## src/rtl/gpu_bus_pkg.sv

```systemverilog
// Shared register map, target codes and FIFO entry layout
// for the CPU-facing VRAM write path of the GPU.
package gpu_bus_pkg;

   localparam logic [2:0] REG_CTRL   = 3'd0;
   localparam logic [2:0] REG_PTR_LO = 3'd1;
   localparam logic [2:0] REG_PTR_HI = 3'd2;
   localparam logic [2:0] REG_DATA   = 3'd3;
   localparam logic [2:0] REG_STEP   = 3'd4;

   typedef enum logic [1:0] {
      TGT_TILE  = 2'd0,
      TGT_ATTR  = 2'd1,
      TGT_COLOR = 2'd2,
      TGT_NONE  = 2'd3
   } target_e;

   localparam logic [7:0] CTRL_RST = 8'h04;
   localparam logic [7:0] STEP_RST = 8'h01;

   localparam int TILE_AW  = 11;
   localparam int ATTR_AW  = 12;
   localparam int COLOR_AW = 4;

   typedef struct packed {
      target_e     target;
      logic [11:0] addr;
      logic [7:0]  data;
   } fifo_entry_t;

endpackage

```

## src/rtl/vram_write_fifo.sv

```systemverilog
// Synchronous FIFO of pending memory writes; DEPTH must be
// a power of two. Push when full and pop when empty are ignored.
module vram_write_fifo
   import gpu_bus_pkg::*;
#(
   parameter int DEPTH = 4
) (
   input  logic        clk_i,
   input  logic        rst_ni,
   input  logic        push_i,
   input  fifo_entry_t din_i,
   input  logic        pop_i,
   output fifo_entry_t dout_o,
   output logic        full_o,
   output logic        empty_o
);

   localparam int AW = $clog2(DEPTH);
   localparam int CW = AW + 1;

   fifo_entry_t   mem_q [DEPTH];
   logic [AW-1:0] wr_q;
   logic [AW-1:0] rd_q;
   logic [CW-1:0] cnt_q;
   logic          do_push;
   logic          do_pop;

   assign full_o  = (cnt_q == CW'(DEPTH));
   assign empty_o = (cnt_q == '0);
   assign do_push = push_i & ~full_o;
   assign do_pop  = pop_i & ~empty_o;
   assign dout_o  = mem_q[rd_q];

   always_ff @(posedge clk_i or negedge rst_ni) begin
      if (!rst_ni) begin
         wr_q  <= '0;
         rd_q  <= '0;
         cnt_q <= '0;
      end else begin
         if (do_push) wr_q <= wr_q + AW'(1);
         if (do_pop)  rd_q <= rd_q + AW'(1);
         cnt_q <= cnt_q + CW'(do_push) - CW'(do_pop);
      end
   end

   always_ff @(posedge clk_i) begin
      if (do_push) mem_q[wr_q] <= din_i;
   end

endmodule

```

## src/rtl/vram_write_port.sv

```systemverilog
// CPU register port feeding tile/attribute/color memory writes.
// Define VRAM_BLANK_WRITE_EN to drain writes only during vga_blank.
module vram_write_port
   import gpu_bus_pkg::*;
#(
   parameter int FIFO_DEPTH  = 4,
   parameter int SYNC_STAGES = 2
) (
   input  logic        CLK100MHz,
   input  logic        rst,
   input  logic [7:0]  data,
   input  logic [2:0]  addr,
   input  logic        rw,
   input  logic        cs_clock,
   input  logic        vga_blank,
   output logic        tile_memory_write_enable,
   output logic [10:0] tile_memory_write_addr,
   output logic [7:0]  tile_memory_write_data,
   output logic        attribute_memory_write_enable,
   output logic [11:0] attribute_memory_write_addr,
   output logic [7:0]  attribute_memory_write_data,
   output logic        color_memory_write_enable,
   output logic [3:0]  color_memory_write_addr,
   output logic [7:0]  color_memory_write_data,
   output logic        busy,
   output logic        overflow
);

   logic [SYNC_STAGES-1:0] sync_q;
   logic                   prev_q;
   logic                   wr;

   target_e     tgt_q, tgt_d;
   logic        inc_q, inc_d;
   logic [11:0] ptr_q, ptr_d;
   logic [7:0]  step_q, step_d;
   logic        ovf_q, ovf_d;
   logic [2:0]  en_q, en_d;
   logic [11:0] oaddr_q;
   logic [7:0]  odata_q;

   logic        push;
   logic        pop;
   logic        drain;
   logic        full;
   logic        empty;
   fifo_entry_t din;
   fifo_entry_t dout;

   // Falling edge of the synchronized strobe commits the access
   assign wr = prev_q & ~sync_q[SYNC_STAGES-1] & ~rw;

`ifdef VRAM_BLANK_WRITE_EN
   assign drain = vga_blank;
`else
   logic unused_blank;
   assign unused_blank = vga_blank;
   assign drain = 1'b1;
`endif

   assign pop = ~empty & drain;
   assign din = '{target: tgt_q, addr: ptr_q, data: data};

   always_comb begin
      tgt_d  = tgt_q;
      inc_d  = inc_q;
      ptr_d  = ptr_q;
      step_d = step_q;
      ovf_d  = ovf_q;
      push   = 1'b0;
      if (wr) begin
         unique case (1'b1)
            (addr == REG_CTRL): begin
               tgt_d = target_e'(data[1:0]);
               inc_d = data[2];
               if (data[3]) ovf_d = 1'b0;
            end
            (addr == REG_PTR_LO): ptr_d[7:0]  = data;
            (addr == REG_PTR_HI): ptr_d[11:8] = data[3:0];
            (addr == REG_DATA): begin
               if (tgt_q != TGT_NONE) begin
                  push = ~full;
                  if (full) ovf_d = 1'b1;
               end
               if (inc_q) ptr_d = ptr_q + {4'h0, step_q};
            end
            (addr == REG_STEP): step_d = data;
            default: ;
         endcase
      end
   end

   always_comb begin
      en_d = 3'b000;
      if (pop) begin
         unique case (1'b1)
            (dout.target == TGT_TILE):  en_d = 3'b001;
            (dout.target == TGT_ATTR):  en_d = 3'b010;
            (dout.target == TGT_COLOR): en_d = 3'b100;
            default:                    en_d = 3'b000;
         endcase
      end
   end

   always_ff @(posedge CLK100MHz or negedge rst) begin
      if (!rst) begin
         sync_q  <= '0;
         prev_q  <= 1'b0;
         tgt_q   <= target_e'(CTRL_RST[1:0]);
         inc_q   <= CTRL_RST[2];
         ptr_q   <= '0;
         step_q  <= STEP_RST;
         ovf_q   <= 1'b0;
         en_q    <= '0;
         oaddr_q <= '0;
         odata_q <= '0;
      end else begin
         sync_q <= {sync_q[SYNC_STAGES-2:0], cs_clock};
         prev_q <= sync_q[SYNC_STAGES-1];
         tgt_q  <= tgt_d;
         inc_q  <= inc_d;
         ptr_q  <= ptr_d;
         step_q <= step_d;
         ovf_q  <= ovf_d;
         en_q   <= en_d;
         if (pop) begin
            oaddr_q <= dout.addr;
            odata_q <= dout.data;
         end
      end
   end

   vram_write_fifo #(
      .DEPTH (FIFO_DEPTH)
   ) u_fifo (
      .clk_i   (CLK100MHz),
      .rst_ni  (rst),
      .push_i  (push),
      .din_i   (din),
      .pop_i   (pop),
      .dout_o  (dout),
      .full_o  (full),
      .empty_o (empty)
   );

   assign tile_memory_write_enable      = en_q[0];
   assign attribute_memory_write_enable = en_q[1];
   assign color_memory_write_enable     = en_q[2];
   assign tile_memory_write_addr        = oaddr_q[TILE_AW-1:0];
   assign attribute_memory_write_addr   = oaddr_q[ATTR_AW-1:0];
   assign color_memory_write_addr       = oaddr_q[COLOR_AW-1:0];
   assign tile_memory_write_data        = odata_q;
   assign attribute_memory_write_data   = odata_q;
   assign color_memory_write_data       = odata_q;
   assign busy                          = ~empty;
   assign overflow                      = ovf_q;

endmodule

```

## config.mk

```make
export PLATFORM = sky130hd
export DESIGN_NAME = vram_write_port
export DESIGN_NICKNAME = d
export VERILOG_FILES = /design/src/rtl/gpu_bus_pkg.sv /design/src/rtl/vram_write_fifo.sv /design/src/rtl/vram_write_port.sv
export SDC_FILE = /design/constraint.sdc
export NUM_CORES = 1
export LEC_CHECK = 0
export CAP_MARGIN = 20
export CORE_MARGIN = 2
export CORE_UTILIZATION = 50
export CTS_CLUSTER_SIZE = 8
export DETAILED_ROUTE_END_ITERATION = 8
export GPL_TIMING_DRIVEN = 0
export HOLD_SLACK_MARGIN = 0.12
export PLACE_DENSITY = 0.77
export SYNTH_ARGS = -nofsm -noshare
export SYNTH_HDL_FRONTEND = slang
export SYNTH_HIERARCHICAL = 1
export SYNTH_SLANG_ARGS = --single-unit
```

## constraint.sdc

```tcl
create_clock -name CLK100MHz -period 7.8 [get_ports CLK100MHz]
set_clock_uncertainty 0.1 [all_clocks]
set_input_delay 1.56 -clock CLK100MHz [delete_from_list [all_inputs] [get_ports CLK100MHz]]
set_output_delay 1.56 -clock CLK100MHz [all_outputs]
set_load 0.05 [all_outputs]
```

# Yosys cells after proc, flatten, opt, wreduce, memory -nomap -nowiden
# Memories as Yosys holds them, arrays and structs flattened.
# Index checks and enable logic that the tools add are counted.
# Widths: inputs -> output; s select.
[totals] regBits=57 ram_bits=88 in_bits=16 mem_count=1
[mem_list] memory="u_fifo.mem_q" depth=4 width=22 rd=1 rd_clocked_by_memory_dff=0 wr=1 line_no="vram_write_fifo.sv:21" source="fifo_entry_t mem_q [DEPTH];"
[classes] add_sub_neg=5 n_eq_ne=12 mux=14 bitwise=7 reduce_logical=11
[ops] cell="$pmux 8 s2" count=1
[ops] cell="$add 12x8->12" count=1
[ops] cell="$mux 12" count=1
[ops] cell="$pmux 3 s3" count=1
[ops] cell="$mux 1" count=8
[ops] cell="$pmux 4 s2" count=1
[ops] cell="$eq 3x2->1 const B" count=2
[ops] cell="$eq 3x3->1 const B" count=2
[ops] cell="$logic_not 3->1" count=2
[ops] cell="$ne 2x2->1 const B" count=3
[ops] cell="$reduce_and 3->1" count=2
[ops] cell="$reduce_bool 2->1" count=3
[ops] cell="$reduce_and 5->1" count=1
[ops] cell="$add 2x1->2 const B" count=2
[ops] cell="$ne 2x1->1 const B" count=2
[ops] cell="$not 1->1" count=4
[ops] cell="$reduce_and 2->1" count=2
[ops] cell="$add 3x1->3" count=1
[ops] cell="$and 1x1->1" count=3
[ops] cell="$eq 3x1->1 const B" count=1
[ops] cell="$mux 3" count=1
[ops] cell="$sub 3x1->3" count=1
[ops] cell="$eq 2x1->1 const B" count=1
[ops] cell="$eq 2x2->1 const B" count=1
[ops] cell="other kinds (2)" count=2

# Depth between registers and ports, before layout
# Gate-level depths: netlist of the first run.
[logic_depth] depth_word=8 depth_mapped=12

# Modules after synthesis
# Netlist of the first run, hierarchy kept.
[by_module_without_submodules] module="vram_write_fifo" instances=1 cells_each=156 area_each_um2=3683.5
[by_module_without_submodules] module="vram_write_port" instances=1 cells_each=242 area_each_um2=2673.8

# Worst setup path after synthesis of the first run
# OpenSTA, ideal clock, no wires.
[synth_path] path_type="in2reg" start="input addr[2]" end="register u_fifo.cnt_q[2]" setup_time_ns=0.123 t_arrival_ns=3.766 slack_ns=3.811 stages=12 path_buffers=2 path_cell_list="and3b_1 buf_2 buf_1 nand3_1 nor2_1 nand2b_1 ha_1 inv_1 ha_1 fa_1 xnor2_1 xnor2_1"
[synth_via] elab_chain_len=6
[synth_rtl] element="from (decl)" line_no="vram_write_port.sv:12" source="input logic [2:0] addr,"
[synth_rtl] element="$eq 3x2->1" line_no="vram_write_port.sv:80" source="(addr == REG_DATA): begin"
[synth_rtl] element="$mux 1" line_no="vram_write_port.sv:72" source="unique case (1'b1)"
[synth_rtl] element="$mux 1" line_no="vram_write_port.sv:71" source="if (wr) begin"
[synth_rtl] element="net push" line_no="vram_write_port.sv:42" source="logic push;"
[synth_rtl] element="$and 1x1->1" line_no="vram_write_fifo.sv:30" source="assign do_push = push_i & ~full_o;"
[synth_rtl] element="$add 3x1->3" line_no="vram_write_fifo.sv:42" source="cnt_q <= cnt_q + CW'(do_push) - CW'(do_pop);"
[synth_rtl] element="$sub 3x1->3" line_no="vram_write_fifo.sv:42"
[synth_rtl] element="to (signal assigned)" line_no="vram_write_fifo.sv:42"
[synth_rtl] element="to (decl)" line_no="vram_write_fifo.sv:24" source="logic [CW-1:0] cnt_q;"
# The timed path passes the listed nets, and every way through them passes these cells.
# A chain may end at the register's enable or synchronous reset.

# Final worst setup path of the first run
[layout_path] start="input addr[1]" end="register u_fifo.cnt_q[2]"
# The elaborated chain is that of the path after synthesis.

==> run summary, run 1 <==
Filler Cell Count = 931
crit-path cells = clkdlybuf4s50_1 > and3b_1 > buf_2 > buf_1 > nand3_1 > nor2_1 > nand2b_1 > ha_1 > inv_1 > ha_1 > fa_1 > xnor2_1 > xnor2_1
Place WS = 2810 ps
CP max stage cell = clkdlybuf4s50_1
worst reg-to-reg path cell count = 12
fin crit share = 0.603
area of the mapped netlist = 6360 um2
Clk pwr share = 0.250
vias per inst = 5.53
Ant. Diodes = 0
1st-pass router iterations = 4
drt wl/cell = 18.9 um
Logic pwr share = 0.437
power density cells = 425 nW/um2
CTS Root Cell = clkbuf_16
Total GRT Usage = 0.202
Area after DPL = 7390 um2
status = finished clean
Top Ports = 72
RSZ-0062 raised after global routing = false
RePlAce Congestion = 0.857
#FFs+latches synth = 145
FP Rows = 41
largest net degree at the start of global routing = 31
Post-CTS Resized = 0
worst r2r dst = u_fifo/cnt_q[2]
crit start category = input pin
HPWL Detailed = 8510 um
synthesized area per cell = 16.0 um2
setup_tns = 0 ps
postcts setup bufs = 0
area delta synth->final = 26.1%
CTS max path bufs = 2
most frequent cells in the layout = 88 x edfxtp_1, 69 x clkdlybuf4s50_1, 55 x dfrtp_1, 32 x mux2_2, 31 x buf_4
layout cells sized above 1 = 0.250
Mapped Cells = 398
CTS tree = done
Peak VDD IR = 194 uV
Max Fanout on Critical Path = 10
required time of the critical path = 8030 ps
vias in the first global route = 3,850
Async SR Flop Fraction = 0.393
Port Buffers = 70
via count = 3,746
min Tclk post-route = 4700 ps
hold buffers post-CTS = 0
Worst Setup End Kind = register
Sw Ratio = 0.372
worst setup margin = 3100 ps
Worst-Skew Late Latency = 410 ps
Setup CP Type = in2reg
CP startpoint = addr[1]
Die Ht = 117 um
R2R Setup Slk = 4270 ps
Sw Pwr = 1270 uW
max frequency = 213 MHz
max-cap violations = 0
max-slew violations = 0
first-pass GRT wire length = 20,100 um
worst r2r src = u_fifo/cnt_q[1]
Final setup viols = 0
final hold slack = 258 ps
Max-slew headroom = 0.523
Initial Util = 0.508
die area = 13,600 um2
sequential power share = 0.312
total internal power = 2140 uW
Worst-Margin Slew = 716 ps
# clock sinks = 145
most common cell after layout, fill and taps aside = edfxtp_1
grt total ovfl = 0
Top FF cell, synth = edfxtp_1
Critical Path Sink = u_fifo/cnt_q[2]
Post-Route WL = 12,800 um
Hold Crit Start = sync_q[0]
initial antenna violation count = 0
Final Cell Area = 8020 um2
Distinct cells, synth = 50
Post-Syn Nets = 430
post-synthesis sequential area ratio = 0.640
Worst path max stage delay = 590 ps
Hold Path Class = reg2reg
Nets = 524
leakage = 0.00310 uW
# DRC = 0
post-route ant nets = 0
Clk pin slew, worst setup/hold paths = 60 ps
Core Util, Final = 0.640
core area = 12,500 um2
CTS buffer count = 17
Worst EP arrival = 4930 ps
Final Hold Viols = 0
DIE WIDTH = 117 um
Synth Warn # = 6
H-Tree Depth = 4
EDFF count, synth = 88
drt first-iter violations = 290
-- how the worst min path moves through the flow --
stage / endpoint / slack, ps / cells after the start
6_report: sync_q[1] / 260 / 0
3_3_place_gp: sync_q[1] / 240 / 0
4_1_cts: sync_q[1] / 260 / 0
5_1_grt: sync_q[1] / 280 / 0
2_1_floorplan: sync_q[1] / 230 / 0
3_5_place_dp: sync_q[1] / 250 / 0
-- metrics by stage --
step                power (uW)  instances
detailed placement        2570        645
floorplan                 2140        398
global route              3550        677
CTS                       3430        677
global placement          2510        640
finish                    3410        677
-- cells by family after synthesis --
logic type                 Yosys count  share of synthesized area
and+or+nand+nor                     73                     0.0705
adders and majority gates           16                     0.0339
DFF                                145                      0.640
AOI/OAI and AO/OA                   47                     0.0474
buffers and inverters               53                     0.0565
muxes                               57                      0.142
xor gates and xnor gates             7                    0.00964
-- final cells by class --
type | count | area, um2 | area share
Clock inverter | 10 | 155 | 0.0194
Multi-Input combinational cell | 200 | 1930 | 0.240
Timing Repair Buffer | 75 | 813 | 0.101
Inverter | 10 | 37.5 | 0.00468
Tap cell | 172 | 215 | 0.0268
Sequential cell | 145 | 4070 | 0.508
Clock buffer | 22 | 475 | 0.0593
Buffer | 43 | 322 | 0.0401
-- worst max-delay path: cells and delay by family --
kind / cells / cell delay [ps]
buffers and inverters: 4 / 1290
and+or+nand+nor: 4 / 850
adders and majority gates: 3 / 850
xor gates and xnor gates: 2 / 360
-- per-layer routing --
metal | global-route usage | share of wire | vias to the layer above
met2 | 0.354 | 0.53 | 131
met5 | 0 | 0 | -
met4 | 0.0784 | 0.021 | 0
met3 | 0.0535 | 0.059 | 30
li1 | - | - | 1674
met1 | 0.239 | 0.39 | 1911
-- power groups by stage --
stage,logic (uW),registers [uW],clock network [uW]
floorplan,877,1260,0
global placement,1450,1070,0
detailed placement,1490,1080,0
CTS,1500,1070,863
global route,1570,1080,898
finish,1490,1070,854
-- Yosys cell counts, types with 3 or more instances --
library cell / n / share of area
edfxtp_1: 88 / 0.42
dfrtp_1: 55 / 0.22
mux2_2: 32 / 0.057
buf_4: 31 / 0.037
nand2_1: 22 / 0.013
mux4_2: 18 / 0.064
ha_1: 14 / 0.028
a21oi_1: 13 / 0.010
o21ai_0: 11 / 0.0087
inv_1: 10 / 0.0059
nand2b_1: 7 / 0.0069
nor2_1: 7 / 0.0041
nand3_1: 6 / 0.0047
nor3_1: 6 / 0.0047
xnor2_1: 6 / 0.0083
and3b_1: 5 / 0.0069
clkbuf_1: 5 / 0.0030
mux4_1: 4 / 0.017
o211ai_1: 4 / 0.0047
o22a_1: 4 / 0.0055
a21o_1: 3 / 0.0035
and4_1: 3 / 0.0041
buf_2: 3 / 0.0024
mux2i_1: 3 / 0.0047
nor3b_1: 3 / 0.0035
or3_1: 3 / 0.0030
-- flip-flops by register name, summed over array words and instances, names as in the netlist --
name and count:
tgt_q 2, u_fifo/mem_q 88, attribute_memory_write_addr 12, ptr_q 12, en_q 3, attribute_memory_write_data 8, u_fifo/cnt_q 3, u_fifo/wr_q 2
overflow 1, inc_q 1, prev_q 1, sync_q 2, step_q 8, u_fifo/rd_q 2
Note: power is estimated with default switching activity, not from simulation.
==> run 2, diff against run 1 <==
Settings changed: PLACE_DENSITY 0.77 to 0.8.
Clock period 7.8 ns to 4.1 ns, I/O delays scaled along.
==> run 2 against run 1 <==
Net effect:
- sequential share of layout area increased by 0.30 points
- setup slack worse by 2900 ps
- hold slack got worse by 5.0 ps
- flip-flop and latch count is the same
- sequential power grew 89%
- global-route usage down 1.4 points
- critical endpoint is now busy
- highest routed layer unchanged
==> run summary, run 2 (synthesized netlist as in run 1, its figures left out) <==
status = finished clean
setup_tns = 0 ps
FP Rows = 41
Clk pwr share = 0.243
layout cells sized above 1 = 0.253
Hold Path Class = reg2reg
hold buffers post-CTS = 0
power density cells = 802 nW/um2
Final Hold Viols = 0
Worst-Skew Late Latency = 410 ps
most flop-heavy register = u_fifo/mem_q
area delta synth->final = 25.3%
drt first-iter violations = 283
min Tclk post-route = 3860 ps
post-route ant nets = 0
Worst EP arrival = 2940 ps
1st-pass router iterations = 5
Nets = 524
Logic pwr share = 0.440
DIE WIDTH = 117 um
final hold slack = 253 ps
largest net degree at the start of global routing = 39
CTS max path bufs = 2
Max Fanout on Critical Path = 10
CTS buffer count = 17
Final setup viols = 0
Worst-Margin Slew = 696 ps
Total Power = 6390 uW
initial antenna violation count = 0
CTS Root Cell = clkbuf_16
Worst Setup End Kind = output port
leakage = 0.00308 uW
# clock sinks = 145
max-cap violations = 0
total internal power = 4010 uW
Place WS = -189 ps
Peak VDD IR = 376 uV
H-Tree Depth = 4
Clk pin slew, worst setup/hold paths = 60 ps
drt wl/cell = 17.8 um
die area = 13,600 um2
Die Ht = 117 um
max frequency = 259 MHz
grt total ovfl = 0
Top Ports = 72
Filler Cell Count = 874
max reg flops = 88
RePlAce Congestion = 0.834
vias in the first global route = 3,583
sequential power share = 0.317
Setup CP Type = reg2out
fin crit share = 0.941
core area = 12,500 um2
# DRC = 0
HPWL Detailed = 7840 um
max-slew violations = 0
CTS tree = done
worst setup margin = 240 ps
required time of the critical path = 3180 ps
postcts setup bufs = 0
Sw Pwr = 2380 uW
Post-Route WL = 12,100 um
Post-CTS Resized = 0
Sw Ratio = 0.373
Ant. Diodes = 0
crit start category = register
R2R Setup Slk = 670 ps
Initial Util = 0.508
Max-slew headroom = 0.536
Total GRT Usage = 0.188
vias per inst = 5.43
Port Buffers = 70
most frequent cells in the layout = 88 x edfxtp_1, 69 x clkdlybuf4s50_1, 55 x dfrtp_1, 32 x mux2_2, 31 x buf_4
first-pass GRT wire length = 18,800 um
via count = 3,676
most common cell after layout, fill and taps aside = edfxtp_1
RSZ-0062 raised after global routing = false
run 2: worst paths after layout:
kind	startpoint	cells past startpoint	end
worst max-delay path	u_fifo/cnt_q[1]	5	busy
worst min-delay path	sync_q[0]	0	sync_q[1]
worst max register to register	u_fifo/cnt_q[1]	12	u_fifo/cnt_q[2]
worst min register to register	sync_q[0]	0	sync_q[1]
max in group asynchronous	rst	2	inc_q
min in group asynchronous	rst	1	en_q[1]
run 2: metal layers:
metal  track usage  vias to the layer above  wire length, um
met5             0                        -                0
met4        0.0588                        0              147
met3        0.0451                       20              642
met2         0.321                      140             6190
met1         0.241                     1840             5070
li1              -                     1676                -
run 2: layout make-up:
class,instances,area (um2),share of cell area
Inverter,10,37.5,0.00471
Timing Repair Buffer,75,788,0.0989
Multi-Input combinational cell,200,1930,0.242
Tap cell,172,215,0.0270
Clock buffer,22,474,0.0595
Sequential cell,145,4070,0.511
Clock inverter,10,134,0.0168
Buffer,43,322,0.0404
run 2: critical path: stages (launching register included):
cell	delay, ps
dfrtp_1	470
nor3_1	320
clkbuf_1	350
clkbuf_1	490
inv_1	160
clkdlybuf4s50_1	740
run 2: stage by stage:
step,instance area (um2),std cells,util
CTS,7910,674,0.632
floorplan,6360,398,-
detailed placement,7300,642,0.583
global route,7970,677,0.637
finish,7970,677,0.637
global placement,7270,640,0.581
run 2: power by group through the flow:
| stage | logic [uW] | registers [uW] | clock network, uW |
|---|---|---|---|
| after floorplan | 1670 | 2400 | 0 |
| after global placement | 2760 | 2030 | 0 |
| after detailed placement | 2820 | 2050 | 0 |
| after CTS | 2830 | 2020 | 1580 |
| after global routing | 2970 | 2060 | 1650 |
| final | 2810 | 2020 | 1560 |
==> variant 1: new RTL, settings of run 2 <==
Add a define of `VRAM_BLANK_WRITE_EN`.
--- a/src/rtl/vram_write_port.sv
+++ b/src/rtl/vram_write_port.sv
@@ -2,2 +2,4 @@
 // Define VRAM_BLANK_WRITE_EN to drain writes only during vga_blank.
+`define VRAM_BLANK_WRITE_EN
+
 module vram_write_port
Formal check against the unedited RTL: not equivalent (a bounded check fails within 10 cycles, from zero or initial values and one cycle with rst low).
==> variant 1 against run 2 <==
  * Sequential cell count unchanged
  * Wire length up 2.0%
  * Count of clock-buffer cells in the layout up 3
  * Register-to-register slack improved by 0.24 ns
  * Hold slack lost 0.0025 ns
  * Final cell count up 5.2%
  * Setup slack better by 0.030 ns
  * Power shrank 5.6%
  * Design area down 0.79%
  * Synthesized area shrank 0.18%
  * Largest power group unchanged
  * Largest cell class unchanged
==> variant 1: results (changes against run 2) <==
| Metric | Value |
|---|---|
| Pre-Repair DR Iteration Count | `4 (was 5)` |
| Max incr delay on CP | `0.78 ns (was 0.74 ns)` |
| Yosys cell types | `51 (was 50)` |
| Final Non-Filler Cells | `712 (was 677)` |
| CP max stage cell | `nor3b_1 (was clkdlybuf4s50_1)` |
| Worst vdd ir | `0.000288 V (was 0.000376 V)` |
| Initial drt markers | `307 (was 283)` |
| Post-synthesis adder-cell area fraction | `3.39% (about the same)` |
| Run status | `finished clean (unchanged)` |
| Seq/total area | `51.5% (was 51.1%)` |
| Power Dens Cells | `763 nW/um^2 (was 802 nW/um^2)` |
| Filler instances | `919 (was 874)` |
| Post-DP HPWL | `8260 um (was 7840 um)` |
| Die Wd | `117 um (about the same)` |
| Sequential share of the synthesized area | `64.2% (was 64.0%)` |
| Final-stage net count | `559 (was 524)` |
| Fraction of area in multi-input gates | `24.1% (was 24.2%)` |
| First-pass GRT wire length | `19,700 um (was 18,800 um)` |
| Compound-Gate Fraction of Synth Area | `4.81% (was 4.74%)` |
| Yosys Warn Count | `6 (unchanged)` |
| Xor/xnor share of the synthesized area | `1.10% (was 0.964%)` |
| Clock Buffer Count | `25 (was 22)` |
| WL/cell | `17.3 um (was 17.8 um)` |
| Non-clock buffer share | `14.5% (was 13.9%)` |
| Logic inverters | `11 (was 10)` |
| Synth area leaders | `edfxtp_1 42%, dfrtp_1 22%, mux4_2 6.4% (unchanged)` |
| Pin count of the biggest net entering global routing | `39 (unchanged)` |
| DP Area | `7290 um^2 (was 7300 um^2)` |
| Commonest cells in the netlist | `88 x edfxtp_1, 81 x nand2_1, 55 x dfrtp_1 (was 88 x edfxtp_1, 55 x dfrtp_1, 32 x mux2_2)` |
| Port bufs | `71 (was 70)` |
| R2R depth | `13 (was 12)` |
| Final Wtd Congestion | `0.846 (was 0.834)` |
| Max-Slew Margin vs Limit | `36.5% (was 53.6%)` |
| Buffers, non-clock | `120 (was 118)` |
| Reg-to-reg startpoint | `u_fifo/cnt_q[0] (was u_fifo/cnt_q[1])` |
| Origin of the worst setup path | `addr[0] (was u_fifo/cnt_q[1])` |
| Worst Setup Slack post-DPL | `-0.102 ns (was -0.189 ns)` |
| Setup Crit Path Kind | `primary input to register (was register to primary output)` |
| Vias in the first global route | `3,820 (was 3,583)` |
| Flop-to-flop setup slack | `0.91 ns (was 0.67 ns)` |
| Min Hold Slack | `0.251 ns (was 0.253 ns)` |
## variant 1: cell count changes in the layout (fill, tap and decap cells not counted), sizes merged, moves of 3 or more
cell / run 2 / this run
clkbuf: 27 / 31
mux2: 32 / 12
or3: 3 / 0
nand2: 22 / 81
and4: 3 / 0
a21oi: 13 / 8
nand3: 7 / 3
mux2i: 3 / 6
## variant 1: metal layers
| metal | routed length [um] | up-vias | share of wire, % | GRT usage [%] |
|---|---|---|---|---|
| li1 | - | 1754 | - | - |
| met1 | 4920 | 1863 | 40 | 24.7 |
| met2 | 6450 | 125 | 52 | 33.7 |
| met3 | 815 | 10 | 6.6 | 4.62 |
| met4 | 99 | 0 | 0.81 | 4.78 |
| met5 | 0 | - | 0 | 0 |
## variant 1: power by group
group / leakage (nW) / internal, W / switching (W)
Sequential: 1.49 / 0.00179 / 0.000225
Combinational: 1.43 / 0.00108 / 0.00155
Clock: 0.260 / 0.000845 / 0.000546
Total: 3.18 / 0.00371 / 0.00232
==> variant 2: new RTL, config.mk and constraints of run 2 <==
Made on the original files. Make the reset (`rst` and `rst_ni`) synchronous in 2 clocked blocks.
--- a/src/rtl/vram_write_fifo.sv
+++ b/src/rtl/vram_write_fifo.sv
@@ -33,3 +33,3 @@
 
-   always_ff @(posedge clk_i or negedge rst_ni) begin
+   always_ff @(posedge clk_i) begin
       if (!rst_ni) begin
--- a/src/rtl/vram_write_port.sv
+++ b/src/rtl/vram_write_port.sv
@@ -104,3 +104,3 @@
 
-   always_ff @(posedge CLK100MHz or negedge rst) begin
+   always_ff @(posedge CLK100MHz) begin
       if (!rst) begin
Behaviour: differs if rst is asserted again (counterexample within 10 cycles, from zero or initial values and one cycle with rst low); with rst held inactive, the same outputs for 10 cycles.
==> variant 2 against run 2 <==
  * Sequential cell count is 2 higher
  * Register-to-register slack got worse by 0.11 ns
  * Synthesized area down 1.9%
  * Synthesized cell count grew 12%
  * Core utilization up 0.79 points
  * Setup slack got worse by 0.072 ns
  * Wire length is 4.4% higher
  * Design area down 2.0%
  * Largest cell class unchanged
Power is not compared: it rests on default switching activity, and its combinational part moved more than twofold at a synthesized area within 25%.
==> variant 2: results (changes against run 2) <==
| Metric | Value |
|---|---|
| Commonest cells in the netlist | `88 x edfxtp_1, 59 x dfxtp_1, 31 x buf_4, 31 x mux2i_1, 27 x nand2_1 (was 88 x edfxtp_1, 55 x dfrtp_1, 32 x mux2_2)` |
| Worst Setup Slack post-DPL | `-0.308 ns (was -0.189 ns)` |
| Sequential share of the synthesized area | `61.3% (was 64.0%)` |
| Share of layout cells above drive strength 1 | `17.7% (was 25.3%)` |
| Run status | `finished clean (unchanged)` |
| Syn_nets | `479 (was 430)` |
| Crit-path leading delay family | `buffers and inverters (unchanged)` |
| Placed Cells | `689 (was 642)` |
| Hold Crit Depth | `1 (was 0)` |
| CP Data Arrival Time | `3.01 ns (was 2.94 ns)` |
| ANT cells | `0 (unchanged)` |
| DP Area | `7220 um^2 (was 7300 um^2)` |
| Post-DP HPWL | `8670 um (was 7840 um)` |
| WL/cell | `17.4 um (was 17.8 um)` |
| Total track usage | `20.3% (was 18.8%)` |
| TritonCTS Buffers | `17 (unchanged)` |
| Final wirelength | `12,600 um (was 12,100 um)` |
| Final-stage net count | `572 (was 524)` |
| Number of synthesized flops with an enable pin | `88 (unchanged)` |
| Clk_lat worst skew | `0.43 ns (was 0.41 ns)` |
| Leakage | `2.98 nW` |
| Pin count of the biggest net entering global routing | `17 (was 39)` |
| Vias in the first global route | `3,938 (was 3,583)` |
| Xor/xnor share of the synthesized area | `0.983% (was 0.964%)` |
| CTS Buffer Depth | `2 (unchanged)` |
| Initial drt markers | `206 (was 283)` |
| Initial antenna violation count | `0 (unchanged)` |
| Final Wtd Congestion | `0.874 (was 0.834)` |
| Fraction of registers with async set/reset | `0% (was 39.3%)` |
| Worst Tran Pin Value | `0.768 ns (was 0.696 ns)` |
| Yosys cell types | `51 (was 50)` |
| Pre-Repair DR Iteration Count | `4 (was 5)` |
| First-pass GRT wire length | `20,000 um (was 18,800 um)` |
| Finished Core Util | `64.5% (was 63.7%)` |
| Post-synthesis adder-cell area fraction | `3.45% (was 3.39%)` |
| Mean number of vias per cell | `5.31 (was 5.43)` |
| Synth area leaders | `edfxtp_1 42%, dfxtp_1 19%, mux4_2 7.2% (was edfxtp_1 42%, dfrtp_1 22%, mux4_2 6.4%)` |
| CP max stage cell | `clkdlybuf4s50_1 (unchanged)` |
| Worst-path maximum fanout | `10 (unchanged)` |
| Max incr delay on CP | `0.76 ns (was 0.74 ns)` |
| Drt drc | `0 (unchanged)` |
| Syn_area_per_cell | `13.9 um^2 (was 16.0 um^2)` |
| Compound-Gate Fraction of Synth Area | `5.22% (was 4.74%)` |
| Mux share of post-synthesis cell area | `13.0% (was 14.2%)` |
| Largest register by flop count | `u_fifo/mem_q (unchanged)` |
==> variant 2: cell types whose count changed after synthesis, sizes merged, moves of 5 or more <==
| cell | run 2 | this run |
|---|---|---|
| mux2i | 3 | 31 |
| o21ai | 11 | 16 |
| clkbuf | 5 | 10 |
| and2 | 2 | 10 |
| nand2 | 22 | 27 |
| dfxtp | 0 | 59 |
| nor2b | 0 | 24 |
| mux2 | 32 | 0 |
| dfrtp | 55 | 0 |
| nor2 | 7 | 14 |
==> variant 2: path summary, 6_finish.rpt <==
kind / startpoint / endpoint / slack, ns
setup / recovery: u_fifo/cnt_q[1] / busy / 0.17
hold reg to reg: sync_q[0] / sync_q[1] / 0.35
hold / removal: sync_q[0] / sync_q[1] / 0.35
setup reg to reg: u_fifo/cnt_q[1] / u_fifo/cnt_q[2] / 0.56
==> variant 2: logic make-up after synthesis <==
group                    count (synthesis)
AO/OA/AOI/OAI                           52
XOR/XNOR                                 7
adder cells (fa/ha/maj)                 16
buffers and inverters                   62
flip-flops                             147
multiplexers                            53
AND/OR/NAND/NOR                        110
==> variant 2: per-layer routing <==
layer  vias to the layer above  part of all wire, %  GRT usage [%]
li1                       1812                    -              -
met1                      1858                   43           24.7
met2                       127                   48           33.3
met3                        30                  4.3           5.28
met4                         0                  3.9           11.2
met5                         -                    0              0
==> variant 2: cell type report <==
cell class | count | area (um^2)
plain buffers | 51 | 345
clock buffers | 21 | 482
clock inverters | 11 | 98.8
fillers | 887 | 4310
inverters | 11 | 41.3
multi-input cells | 238 | 2030
flip-flops and latches | 147 | 3820
well taps | 168 | 210
repair buffers | 74 | 773
==> variant 2: worst reg2reg max path, stage by stage, from the launching register on <==
cell and delay, ns:
dfxtp_1 0.34, nor3_2 0.30, clkbuf_1 0.23, clkdlybuf4s15_1 0.72
inv_1 0.23, nor2b_1 0.22, ha_1 0.29, inv_1 0.04
ha_1 0.18, fa_1 0.38, xnor2_1 0.15, xnor2_1 0.13
and2_1 0.15
==> variant 2: timing repair <==
| action | in CTS | in global routing |
|---|---|---|
| endpoints found under the hold margin | 0 | 0 |
| endpoints found under the setup margin | 0 | 2 |
| setup buffers | 0 | 0 |
| gates resized for setup | 0 | 3 |
==> variant 2: report_power, final <==
part / internal, W / switching (W)
sequential: 0.00156 / 0.00000491
clock: 0.000903 / 0.000598
combinational: 0.0000430 / 0.0000676
total: 0.00251 / 0.000670
